<file path="src/rtl/br_resolve_unit.sv">
// Branch execution unit: E1 reads PRF operands, E2 resolves direction/target and
// registers completion, flush pulse, redirect PC, BTB update and statistics counters.
module br_resolve_unit #(
   parameter int unsigned XLEN  = 32,
   parameter int unsigned PHY_W = 8,
   parameter int unsigned CNT_W = 32
) (
   input  logic             clk,
   input  logic             reset,
   input  logic             exception_sig,
   input  logic             mret_sig,
   input  logic             in_branch,
   input  logic             in_jump,
   input  logic             in_jalr,
   input  logic             in_hit,
   input  logic             in_taken,
   input  logic [PHY_W-1:0] in_phy,
   input  logic [31:0]      in_inst_num,
   input  logic [2:0]       in_funct3,
   input  logic [XLEN-1:0]  in_imm,
   input  logic [XLEN-1:0]  in_pc,
   input  logic [PHY_W-1:0] in_op1_phy,
   input  logic [PHY_W-1:0] in_op2_phy,
   output logic [PHY_W-1:0] prf_raddr1,
   output logic [PHY_W-1:0] prf_raddr2,
   input  logic [XLEN-1:0]  prf_rdata1,
   input  logic [XLEN-1:0]  prf_rdata2,
   output logic             br_done,
   output logic [PHY_W-1:0] br_phy,
   output logic [XLEN-1:0]  br_wdata,
   output logic [31:0]      br_inst_num,
   output logic             predict_result,
   output logic [XLEN-1:0]  redirect_pc,
   output logic             btb_upd_valid,
   output logic [XLEN-1:0]  btb_upd_pc,
   output logic [XLEN-1:0]  btb_upd_target,
   output logic             btb_upd_taken,
   output logic [CNT_W-1:0] br_cnt,
   output logic [CNT_W-1:0] mispred_cnt
);

   typedef struct packed {
      logic             v;
      logic             jump;
      logic             jalr;
      logic             hit;
      logic             taken;
      logic [PHY_W-1:0] phy;
      logic [31:0]      inst_num;
      logic [2:0]       funct3;
      logic [XLEN-1:0]  imm;
      logic [XLEN-1:0]  pc;
      logic [PHY_W-1:0] op1;
      logic [PHY_W-1:0] op2;
   } e1_t;

   typedef struct packed {
      logic             pr;
      logic [XLEN-1:0]  redirect;
      logic             btb_v;
      logic [XLEN-1:0]  btb_pc;
      logic [XLEN-1:0]  btb_tgt;
      logic             btb_taken;
      logic             done;
      logic [PHY_W-1:0] phy;
      logic [XLEN-1:0]  wdata;
      logic [31:0]      inst_num;
   } e2_t;

   e1_t e1_q, e1_d;
   e2_t e2_q, e2_d;
   logic [CNT_W-1:0] br_cnt_q, br_cnt_d;
   logic [CNT_W-1:0] mispred_cnt_q, mispred_cnt_d;

   logic            cond_taken, legal, res_taken, mispredict, link;
   logic [XLEN-1:0] target, pc4, sum_reg;

   always_comb begin
      cond_taken = 1'b0;
      legal      = 1'b1;
      case (e1_q.funct3)
         3'b000:  cond_taken = (prf_rdata1 == prf_rdata2);
         3'b001:  cond_taken = (prf_rdata1 != prf_rdata2);
         3'b100:  cond_taken = ($signed(prf_rdata1) <  $signed(prf_rdata2));
         3'b101:  cond_taken = ($signed(prf_rdata1) >= $signed(prf_rdata2));
         3'b110:  cond_taken = (prf_rdata1 <  prf_rdata2);
         3'b111:  cond_taken = (prf_rdata1 >= prf_rdata2);
         default: legal      = 1'b0;
      endcase
      res_taken = e1_q.jump | cond_taken;
      pc4       = e1_q.pc + XLEN'(4);
      sum_reg   = prf_rdata1 + e1_q.imm;
      target    = (e1_q.jump && e1_q.jalr) ? {sum_reg[XLEN-1:1], 1'b0}
                                           : e1_q.pc + e1_q.imm;
      // JALR has no predicted target to compare against, so it always redirects
      if (e1_q.jump)
         mispredict = e1_q.jalr | ~e1_q.hit | ~e1_q.taken;
      else
         mispredict = legal & ((res_taken != e1_q.taken) | (res_taken & ~e1_q.hit));
      link = e1_q.jump && (e1_q.phy != '0);
   end

   always_comb begin
      e1_d          = '0;
      e2_d          = '0;
      br_cnt_d      = br_cnt_q;
      mispred_cnt_d = mispred_cnt_q;
      // A mispredict pulse squashes the younger E1 entry and the concurrent issue
      if (!exception_sig && !mret_sig && !e2_q.pr) begin
         if (in_branch || in_jump) begin
            e1_d.v        = 1'b1;
            e1_d.jump     = in_jump;
            e1_d.jalr     = in_jalr;
            e1_d.hit      = in_hit;
            e1_d.taken    = in_taken;
            e1_d.phy      = in_phy;
            e1_d.inst_num = in_inst_num;
            e1_d.funct3   = in_funct3;
            e1_d.imm      = in_imm;
            e1_d.pc       = in_pc;
            e1_d.op1      = in_op1_phy;
            e1_d.op2      = in_op2_phy;
         end
         if (e1_q.v) begin
            e2_d.pr        = mispredict;
            e2_d.redirect  = res_taken ? target : pc4;
            e2_d.btb_v     = 1'b1;
            e2_d.btb_pc    = e1_q.pc;
            e2_d.btb_tgt   = target;
            e2_d.btb_taken = res_taken;
            e2_d.done      = link;
            e2_d.phy       = link ? e1_q.phy : '0;
            e2_d.wdata     = link ? pc4 : '0;
            e2_d.inst_num  = e1_q.inst_num;
            br_cnt_d       = br_cnt_q + CNT_W'(1);
            if (mispredict)
               mispred_cnt_d = mispred_cnt_q + CNT_W'(1);
         end
      end
   end

   always_ff @(posedge clk) begin
      if (reset) begin
         e1_q          <= '0;
         e2_q          <= '0;
         br_cnt_q      <= '0;
         mispred_cnt_q <= '0;
      end else begin
         e1_q          <= e1_d;
         e2_q          <= e2_d;
         br_cnt_q      <= br_cnt_d;
         mispred_cnt_q <= mispred_cnt_d;
      end
   end

   assign prf_raddr1     = e1_q.op1;
   assign prf_raddr2     = e1_q.op2;
   assign br_done        = e2_q.done;
   assign br_phy         = e2_q.phy;
   assign br_wdata       = e2_q.wdata;
   assign br_inst_num    = e2_q.inst_num;
   assign predict_result = e2_q.pr;
   assign redirect_pc    = e2_q.redirect;
   assign btb_upd_valid  = e2_q.btb_v;
   assign btb_upd_pc     = e2_q.btb_pc;
   assign btb_upd_target = e2_q.btb_tgt;
   assign btb_upd_taken  = e2_q.btb_taken;
   assign br_cnt         = br_cnt_q;
   assign mispred_cnt    = mispred_cnt_q;

endmodule

</file>
<file path="config.mk">
export PLATFORM = sky130hd
export DESIGN_NAME = br_resolve_unit
export DESIGN_NICKNAME = d
export VERILOG_FILES = /design/src/rtl/br_resolve_unit.sv
export SDC_FILE = /design/constraint.sdc
export NUM_CORES = 1
export LEC_CHECK = 0
export ABC_AREA = 1
export BUFFER_PORTS_ARGS = -buffer_cell sky130_fd_sc_hd__buf_2
export CAP_MARGIN = 20
export CORE_ASPECT_RATIO = 0.7
export CORE_MARGIN = 5
export CORE_UTILIZATION = 25
export DETAILED_ROUTE_END_ITERATION = 7
export HOLD_SLACK_MARGIN = 0.08
export RECOVER_POWER = 25
export SLEW_MARGIN = 20
export SYNTH_ARGS = -nofsm -noshare
export SYNTH_HDL_FRONTEND = slang
export SYNTH_SLANG_ARGS = --single-unit
</file>
<file path="constraint.sdc">
create_clock -name clk -period 2.6 [get_ports clk]
set_input_delay 0.13 -clock clk [delete_from_list [all_inputs] [get_ports clk]]
set_output_delay 0.13 -clock clk [all_outputs]
set_load 0.01 [all_outputs]
</file>
==> run metrics, run 1 <==
nets 3,344; Rows 81; largest family of logic cells by synthesized area simple AND/OR/NAND/NOR gates; critical path capture point type flip-flop; Slew @ Worst Pin 909 ps; critical path type reg2reg; first-pass GRT wire length 98,700 um; mux cell area share after synthesis 0.0575%; synth warn 0; WL/cell 16.7 um; Post-DP Area 21,900 um2; Worst Path Buf+Inv 5; final wirelength 66,700 um; fin crit share 99.2%; Top-Level Pins 448; slowest cell on the critical path fa_2; Die H 231 um; Setup crit start kind flip-flop; Via Count 17,355; number of CTS-inserted buffers 41; RSZ-0062 raised after global routing true; Max Clock Skew 35.2 ps; port bufs 447; clk sink count 364; Cells after DPL 3,774; CTS Root Cell clkbuf_16; Placer Congestion 0.941; layout cells sized above 1 25.1%; # DRC 0; Period minus WS final 2580 ps; die area 75,100 um2; Reg clk slew, reported paths 60 ps; Worst Path Arrival 3030 ps; dpl hpwl 53,100 um; crit-path cells ha_4, inv_2, fa_2, nor2_4, nand2_1, nand2_1, inv_1, o21ai_2, inv_1, o21ai_2, buf_6, a21oi_1, buf_4, xnor2_1, a21oi_1, o22ai_1; GRT Residual Overflow 0; Register Area 7310 um2; core area 69,400 um2; leading area contributor after synthesis dfxtp_1; synthesized cell area 17,400 um2; Max Cap Viol 0; Tightest Hold Check Type in2reg; Slowest Stage Delay on Critical Path 400 ps; area of the multi-input gates 8520 um2; number of synthesized register bits 364; post-synthesis adder-cell area fraction 7.13%; post-synth top area share 41.8%; gr usage total 16.9%; number of enable flip-flop cells after synthesis 0; Final Cell Area 24,900 um2; Initial DRT Pass Iterations 5; Seq/Total Area, Yosys 41.8%; Layout area overhead 43.1%; pwr/cell area 513 nW/um2; filler cell count in the final layout 7,329; CP top delay family compound AO/OA/AOI/OAI gates; Synth area leaders dfxtp_1, inv_1, nor2_1; ys flop type dfxtp_1; fin cells 3,997; Clock H-tree levels 2; Syn Inst Count 2,304; Die W 325 um; clock latency on the worst-skew pair 580 ps; initial antenna violation count 11; Static Leak 11.6 nW; Final Hold Vio Count 0; outcome complete, no violations; Via density 4.34; critical path peak fanout 3; # setup viols final 0; Final ANT Viol Nets 0; Synth Area in Simple Gates 23.6%; syn avg cell area 7.56 um2; Net Count, Synth 2,598; fmax 0.388 GHz; Initial Util 25.1%; CTS tree built; Rel. slew slack 39.2%; XOR/XNOR Fraction of Synth Area 3.57%; post-synthesis compound-gate area fraction 12.6%; Setup TNS 0 ps; VDD IR-drop max 387 uV; DR iter-0 viols 1,287; Unique masters post-synth 60; Clock Path Buffers 3; final core utilization 35.9%; Worst EP required 3050 ps; largest net degree at the start of global routing 83; Final Max Slew Viols 0; Synth async-reset ratio 0%; number of global-route vias before repair 16,217
==> sequential cells by signal, summed over array words and instances (netlist names) <==
register,cells
br_cnt,32
br_done,1
br_inst_num,32
br_phy,8
br_wdata,32
btb_upd_pc,32
btb_upd_taken,1
btb_upd_target,32
btb_upd_valid,1
e1_q,112
mispred_cnt,32
predict_result,1
prf_raddr1,8
prf_raddr2,8
redirect_pc,32
==> power by group <==
group / total (W) / switching (W) / internal [W]
Clock: 0.00595 / 0.00250 / 0.00345
Combinational: 0.00118 / 0.000614 / 0.000567
Sequential: 0.00566 / 0.0000387 / 0.00563
==> worst min-delay path: stages <==
cell     delay [ps]
buf_2           130
inv_1            80
fa_2            220
nand2_1          50
nand2_1         140
nor2_1           70
==> area by class of cell <==
class	count	share of cell area, %
diodes	2	0.0201
clock buffers	53	4.58
clock inverters	22	0.964
inverters	412	6.22
multi-input cells	1454	34.2
flip-flops and latches	364	29.3
well taps	913	4.58
repair buffers	777	20.2
==> metal layers <==
metal | up-vias | track usage (%) | share of wire [%]
met3 | 82 | 3.39 | 6.4
met4 | 12 | 4.08 | 2.0
met2 | 505 | 24.7 | 41
met1 | 7938 | 25.4 | 50
met5 | - | 0 | 0.11
li1 | 8818 | - | -
==> metrics by stage <==
step / power [W] / hold WS [ps] / setup slack, ps
4_1_cts: 0.0129 / 225 / 8.22
3_5_place_dp: 0.00677 / 348 / -169
3_3_place_gp: 0.00677 / 342 / -162
2_1_floorplan: 0.00627 / 242 / 127
6_report: 0.0128 / 306 / 21.5
5_1_grt: 0.0133 / 288 / -126
==> layout by cell type, fill, tap and decap left out, types with 90 or more instances in the layout <==
master and n:
a21oi_1 145, buf_2 299, buf_4 179, clkbuf_1 154, dfxtp_1 351, dlygate4sd3_1 137
ha_1 90, inv_1 400, nand2_1 262, nor2_1 376
==> cell usage after synthesis, types with 22 or more instances <==
library cell,n
dfxtp_1,364
o21ai_0,79
nor3_1,44
a21oi_2,30
nand2_1,275
a21oi_1,158
xor2_1,58
a31oi_1,22
nor2_1,382
ha_1,96
inv_1,405
nand3_1,79
nand2_2,36
clkbuf_1,38
==> repair_timing <==
item                                    in CTS  in global routing
pin swaps                                    3                 36
buffers inserted                             0                  9
hold endpoints to repair                   148                  0
endpoints found under the setup margin      18                 48
hold buffers                               137                  0
resized for setup                           20                104
==> cell families after synthesis <==
group                      after synthesis
buffers and inverters                  486
xor gates and xnor gates                71
DFF                                    364
and+or+nand+nor                        911
AOI/OAI and AO/OA                      373
muxes                                    1
adders and majority gates               98
==> worst paths after layout <==
kind	slack [ps]	depth (start not counted)	endpoint	start
max	20	16	redirect_pc[16]$_SDFF_PP0_	e1_q[48]$_SDFF_PP0_
min	310	6	btb_upd_target[1]$_SDFF_PP0_	prf_rdata1[1]
max reg2reg	20	16	redirect_pc[16]$_SDFF_PP0_	e1_q[48]$_SDFF_PP0_
min reg2reg	410	2	br_inst_num[21]$_SDFF_PP0_	e1_q[104]$_SDFF_PP0_
(Power assumes the default switching activity.)
==> run 2, diff against run 1 <==
- ABC_AREA: 1 -> default
- HOLD_SLACK_MARGIN: 0.08 -> 0.15
==> run 2 against run 1 <==
Compared with the run above: the flow now finishes with violations (negative setup slack); synthesized cell count is 25% lower; sequential cell count stayed put; first-iteration DRC count is 26% lower; worst hold slack worse by 110 ps; clock-buffer cell count is 2 lower; critical path type unchanged; largest cell class unchanged; largest power group unchanged; highest routed layer unchanged.
==> run metrics, run 2 <==
top-count cell post-synth dfxtp_1; initial antenna violation count 6; Tightest Hold Check Type in2reg; number of global-route vias before repair 16,133; Worst EP required 3030 ps; Clock H-tree levels 2; outcome complete, but fails checks; Comb power frac 10.5%; first-pass GRT wire length 96,700 um; leading area contributor after synthesis dfxtp_1; number of synthesized register bits 364; dpl hpwl 48,100 um; Die W 311 um; nets 2,855; Rel. slew slack 46.8%; Clock Path Buffers 3; Max Cap Viol 0; number of enable flip-flop cells after synthesis 0; clk sink count 364; most frequent cells in the layout dfxtp_1, buf_2, buf_4; die area 68,700 um2; pwr/cell area 502 nW/um2; DR iter-0 viols 957; critical path peak fanout 3; filler cell count in the final layout 6,223; Max Clock Skew 14.2 ps; Initial Util 25.2%; Largest register FFs 112; # DRC 0; register-to-register setup slack -620 ps; power consumption 0.0127 W; GRT Residual Overflow 0; fin crit share 124%; Slew @ Worst Pin 798 ps; fin cells 3,424; Final Cell Area 25,400 um2; syn avg cell area 9.21 um2; Synth area leaders dfxtp_1, ha_1, and2_1; post-synth top area share 45.9%; RSZ-0062 raised after global routing true; core area 63,000 um2; CTS Root Cell clkbuf_16; Static Leak 11.3 nW; Layout area overhead 59.8%; synth warn 0; most common library cells after synthesis dfxtp_1, and2_1, nor2_1; area of the multi-input gates 9360 um2; largest reg by FF count e1_q; number of CTS-inserted buffers 39; final wirelength 65,400 um; critical path capture point type flip-flop; VDD IR-drop max 341 uV; switching power 0.00310 W; Syn Inst Count 1,723; # setup viols final 71; P_int 0.00962 W; Die H 221 um; critical path type reg2reg; Placer Congestion 0.880; Top-Level Pins 448; Unique masters post-synth 71; Seq/Total Area, Yosys 45.9%; sequential power share 44.5%; final worst slack -621 ps; CTS tree built; worst slack, placed -917 ps; clock latency on the worst-skew pair 560 ps; Via density 4.59; Synth async-reset ratio 0%; Net Count, Synth 2,017; Via Count 15,710; Final Max Slew Viols 0; Setup crit start kind flip-flop; Register Area 7320 um2; gr usage total 18.0%; Initial DRT Pass Iterations 5; ys flop type dfxtp_1; fmax 0.310 GHz; synthesized cell area 15,900 um2; Reg clk slew, reported paths 60 ps; Period minus WS final 3220 ps; Cells after DPL 3,173; Final Hold Vio Count 0; layout cells sized above 1 36.0%; Rows 77; Post-DP Area 21,200 um2; Final ANT Viol Nets 0; port bufs 447; switching fraction of total power 24.4%; commonest non-fill, non-tap cell in the layout dfxtp_1; Worst Path Arrival 3650 ps; failing checks negative setup slack; final core utilization 40.2%; largest net degree at the start of global routing 66; WL/cell 19.1 um; clock share of power 45.0%
run 2: changes by cell type in the layout (fill, tap and decap cells not counted), sizes merged, moves of 16 or more:
cell	delta
xnor2	+40
o22ai	-16
or2	-16
buf	+120
a211oi	+23
and2	+166
nor2	-247
nand2	-213
and3	+99
o21ai	-32
inv	-345
a21oi	-73
nor3	-40
nand3	-33
run 2: layout make-up:
cell class,count,area share [%]
repair buffers,878,23.7
multi-input cells,1208,36.9
inverters,70,1.17
clock inverters,17,0.824
clock buffers,51,4.31
flip-flops and latches,364,28.9
well taps,829,4.09
diodes,7,0.0691
run 2: power groups by stage:
| stage | sequential [W] | combinational [W] | clock [W] |
|---|---|---|---|
| final | 0.00566 | 0.00133 | 0.00573 |
| after floorplan | 0.00578 | 0.000479 | 0 |
| after global routing | 0.00566 | 0.00145 | 0.00614 |
| after global placement | 0.00578 | 0.00101 | 0 |
| after CTS | 0.00566 | 0.00128 | 0.00591 |
| after detailed placement | 0.00578 | 0.00103 | 0 |
run 2: through the flow:
| stage | TNS [ps] | hold WS [ps] |
|---|---|---|
| after floorplan | -5560 | 251 |
| after global placement | -48270 | 329 |
| after detailed placement | -52560 | 334 |
| after CTS | -20810 | 156 |
| after global routing | -27910 | 221 |
| final | -19040 | 199 |
run 2: cell families (layout without fill, tap and decap cells):
| family | after synthesis | count (layout) | share of synthesized area [%] |
|---|---|---|---|
| AO/OA/AOI/OAI | 324 | 325 | 13.4 |
| other | 0 | 7 | 0 |
| multiplexers | 3 | 3 | 0.197 |
| AND/OR/NAND/NOR | 670 | 671 | 22.5 |
| flip-flops | 364 | 364 | 45.9 |
| adder cells (fa/ha/maj) | 98 | 98 | 7.82 |
| XOR/XNOR | 111 | 111 | 6.13 |
| buffers and inverters | 153 | 1016 | 4.01 |
run 2: final timing paths:
kind                                          start                       endpoint  depth (start not counted)
worst max-delay path            e1_q[48]$_SDFF_PP0_  btb_upd_target[30]$_SDFF_PP0_                         14
worst max register to register  e1_q[48]$_SDFF_PP0_  btb_upd_target[30]$_SDFF_PP0_                         14
worst min register to register  e1_q[91]$_SDFF_PP0_      br_inst_num[8]$_SDFF_PP0_                          1
worst min-delay path                      in_branch           e1_q[124]$_SDFF_PP0_                          3
run 2: layer usage:
layer	track usage [%]	vias to the layer above	wire length, um	part of all wire, %
met5	0	-	12	0.018
met4	4.00	2	1300	2.0
met3	3.41	76	3730	5.7
met2	29.2	493	29600	45
met1	25.2	7513	30800	47
li1	-	7626	-	-
run 2: critical path, cell delays in order (launching register included):
cell and delay (ps):
dfxtp_4 350, ha_4 160, inv_2 50, fa_2 210, nor2b_2 60, o31a_1 270
o21ai_2 190, o21ai_2 110, a21o_1 260, a211o_1 370, o311a_1 350, o31ai_2 240
xor2_1 250, nand2b_1 150, a21oi_2 80
run 2: timing repair:
action	CTS	global route
endpoints found under the setup margin	73	92
gates cloned	3	1
endpoints found under the hold margin	134	4
hold buffers	131	1
setup buffers	33	26
pin swaps	92	86
resized for setup	201	126
==> run 3, diff against run 2 <==
- CELL_PAD_IN_SITES_DETAIL_PLACEMENT: default -> 1
- CELL_PAD_IN_SITES_GLOBAL_PLACEMENT: default -> 1
- PLACE_DENSITY_LB_ADDON: default -> 0.1
==> run 3 against run 2 <==
Compared with the run above: the flow still finishes with violations (negative setup slack); first-iteration DRC count is 31% lower; clock power is 6.5% higher; sequential power hardly changed; combinational power hardly changed; clock skew is 0.65 ps higher; non-clock buffer count stayed put; core utilization hardly changed; worst hold slack better by 29 ps; critical endpoint unchanged.
==> run metrics, run 3 (synthesized netlist as in run 2, its figures left out) <==
# DRC 0; hold wc startpoint reset; power consumption 0.0131 W; switching fraction of total power 24.4%; most frequent CP cell o21ai_2; pwr/cell area 516 nW/um2; Rows 77; Critical Path Start e1_q[48]$_SDFF_PP0_; Reg2Reg Capture Point btb_upd_target[30]$_SDFF_PP0_; Post-DP Area 21,100 um2; Die H 221 um; Initial Util 25.2%; critical path type reg2reg; Placer Congestion 0.854; Via density 4.53; Max Clock Skew 14.9 ps; Final Hold Vio Count 0; nets 2,854; Slowest Stage Delay on Critical Path 360 ps; clk sink count 364; Worst Path Arrival 3490 ps; most frequent cells in the layout dfxtp_1, buf_2, buf_4; number of global-route vias before repair 16,760; Via Count 15,483; crit-path cells ha_4, inv_2, fa_2, nor2b_2, o31a_1, o21ai_2, o21ai_2, a21o_1, a211o_1, o311a_1, o31ai_2, xor2_1, nand2b_1, a21oi_1; RSZ-0062 raised after global routing true; largest net degree at the start of global routing 71; fmax 0.325 GHz; WL/cell 20.1 um; P_int 0.00989 W; Worst EP required 3010 ps; Largest register FFs 112; clock latency on the worst-skew pair 570 ps; CTS tree built; Comb power frac 10.1%; Layout area overhead 59.8%; gr usage total 18.9%; CTS Root Cell clkbuf_16; first-pass GRT wire length 101,000 um; # setup viols final 69; switching power 0.00318 W; Final Cell Area 25,400 um2; Reg clk slew, reported paths 60 ps; outcome complete, but fails checks; Die W 311 um; initial antenna violation count 1; Rel. slew slack 44.3%; critical path peak fanout 4; commonest non-fill, non-tap cell in the layout dfxtp_1; Clock H-tree levels 2; sequential power share 43.3%; Top-Level Pins 448; critical path capture point type flip-flop; worst hold margin 228 ps; VDD IR-drop max 360 uV; layout cells sized above 1 35.4%; clock share of power 46.6%; worst r2r src e1_q[48]$_SDFF_PP0_; die area 68,700 um2; Reg2Reg Depth 14; Final ANT Viol Nets 0; Setup crit start kind flip-flop; Min-Delay Path Depth 5; GRT Residual Overflow 0; largest reg by FF count e1_q; fin crit share 118%; Slew @ Worst Pin 836 ps; final worst slack -479 ps; Tightest Hold Check Type in2reg; worst slack, placed -1040 ps; failing checks negative setup slack; slowest cell on the critical path dfxtp_4; register-to-register setup slack -480 ps; DR iter-0 viols 657; Final Max Slew Viols 0; dpl hpwl 51,900 um; port bufs 447; WHS Endpoint btb_upd_target[1]$_SDFF_PP0_; number of CTS-inserted buffers 40; core area 63,000 um2; Period minus WS final 3080 ps; Initial DRT Pass Iterations 5; Clock Path Buffers 3; final wirelength 68,700 um; Static Leak 11.3 nW; Max Cap Viol 0
-- run 3: cell count changes in the layout (fill, tap and decap cells not counted), moves of 7 or more --
cell / change
a21oi_1: +7
a21oi_2: -7
buf_4: +9
buf_6: -11
clkinv_2: +7
-- run 3: layer usage --
layer | up-vias | share of wire (%) | global-route usage [%] | wire length, um
met5 | - | 0 | 0 | 0
met4 | 0 | 2.5 | 4.92 | 1740
met3 | 81 | 3.7 | 3.29 | 2560
met2 | 296 | 46 | 31.7 | 31700
met1 | 7507 | 48 | 25.4 | 32600
li1 | 7599 | - | - | -
-- run 3: worst max path at each step --
stage | endpoint | slack (ps)
finish | btb_upd_target[30]$_SDFF_PP0_ | -480
global placement | mispred_cnt[6]$_SDFFE_PP0P_ | -880
CTS | btb_upd_target[30]$_SDFF_PP0_ | -510
detailed placement | mispred_cnt[16]$_SDFFE_PP0P_ | -1040
floorplan | mispred_cnt[29]$_SDFFE_PP0P_ | -280
global route | btb_upd_target[30]$_SDFF_PP0_ | -650
-- run 3: cell type report --
cell class,count,area (um2)
repair buffers,878,5930
clock inverters,21,267
fillers,7335,37700
well taps,829,1040
multi-input cells,1206,9390
flip-flops and latches,364,7320
inverters,70,298
clock buffers,50,1120
diodes,1,2.50
-- run 3: repair_timing --
item / in CTS / in global routing
endpoints found under the setup margin: 74 / 87
pin swaps: 82 / 57
hold buffers: 131 / 0
cloned: 1 / 1
setup buffers: 31 / 19
gates resized for setup: 199 / 88
hold endpoints to repair: 131 / 0
-- run 3: worst max-delay path, delay by kind of cell, from the launching register on --
family                     cells  cell delay, ps
AOI/OAI and AO/OA              8            1720
xor gates and xnor gates       1             250
DFF                            1             360
adders and majority gates      2             360
buffers and inverters          1              50
and+or+nand+nor                2             200
-- run 3: power by group through the flow --
stage | Clock [W] | Sequential [W] | Combinational, W
floorplan | 0 | 0.00578 | 0.000479
global placement | 0 | 0.00578 | 0.00102
detailed placement | 0 | 0.00578 | 0.00104
CTS | 0.00630 | 0.00566 | 0.00130
global route | 0.00653 | 0.00566 | 0.00144
finish | 0.00610 | 0.00566 | 0.00132
-- run 3: metrics by stage --
step | std cells | TNS, ps | utilization, %
after floorplan | 1723 | -5560 | -
after global routing | 3418 | -26590 | 40.2
after CTS | 3403 | -14040 | 39.6
after global placement | 3171 | -51700 | 33.5
final | 3419 | -14840 | 40.2
after detailed placement | 3171 | -59220 | 33.5
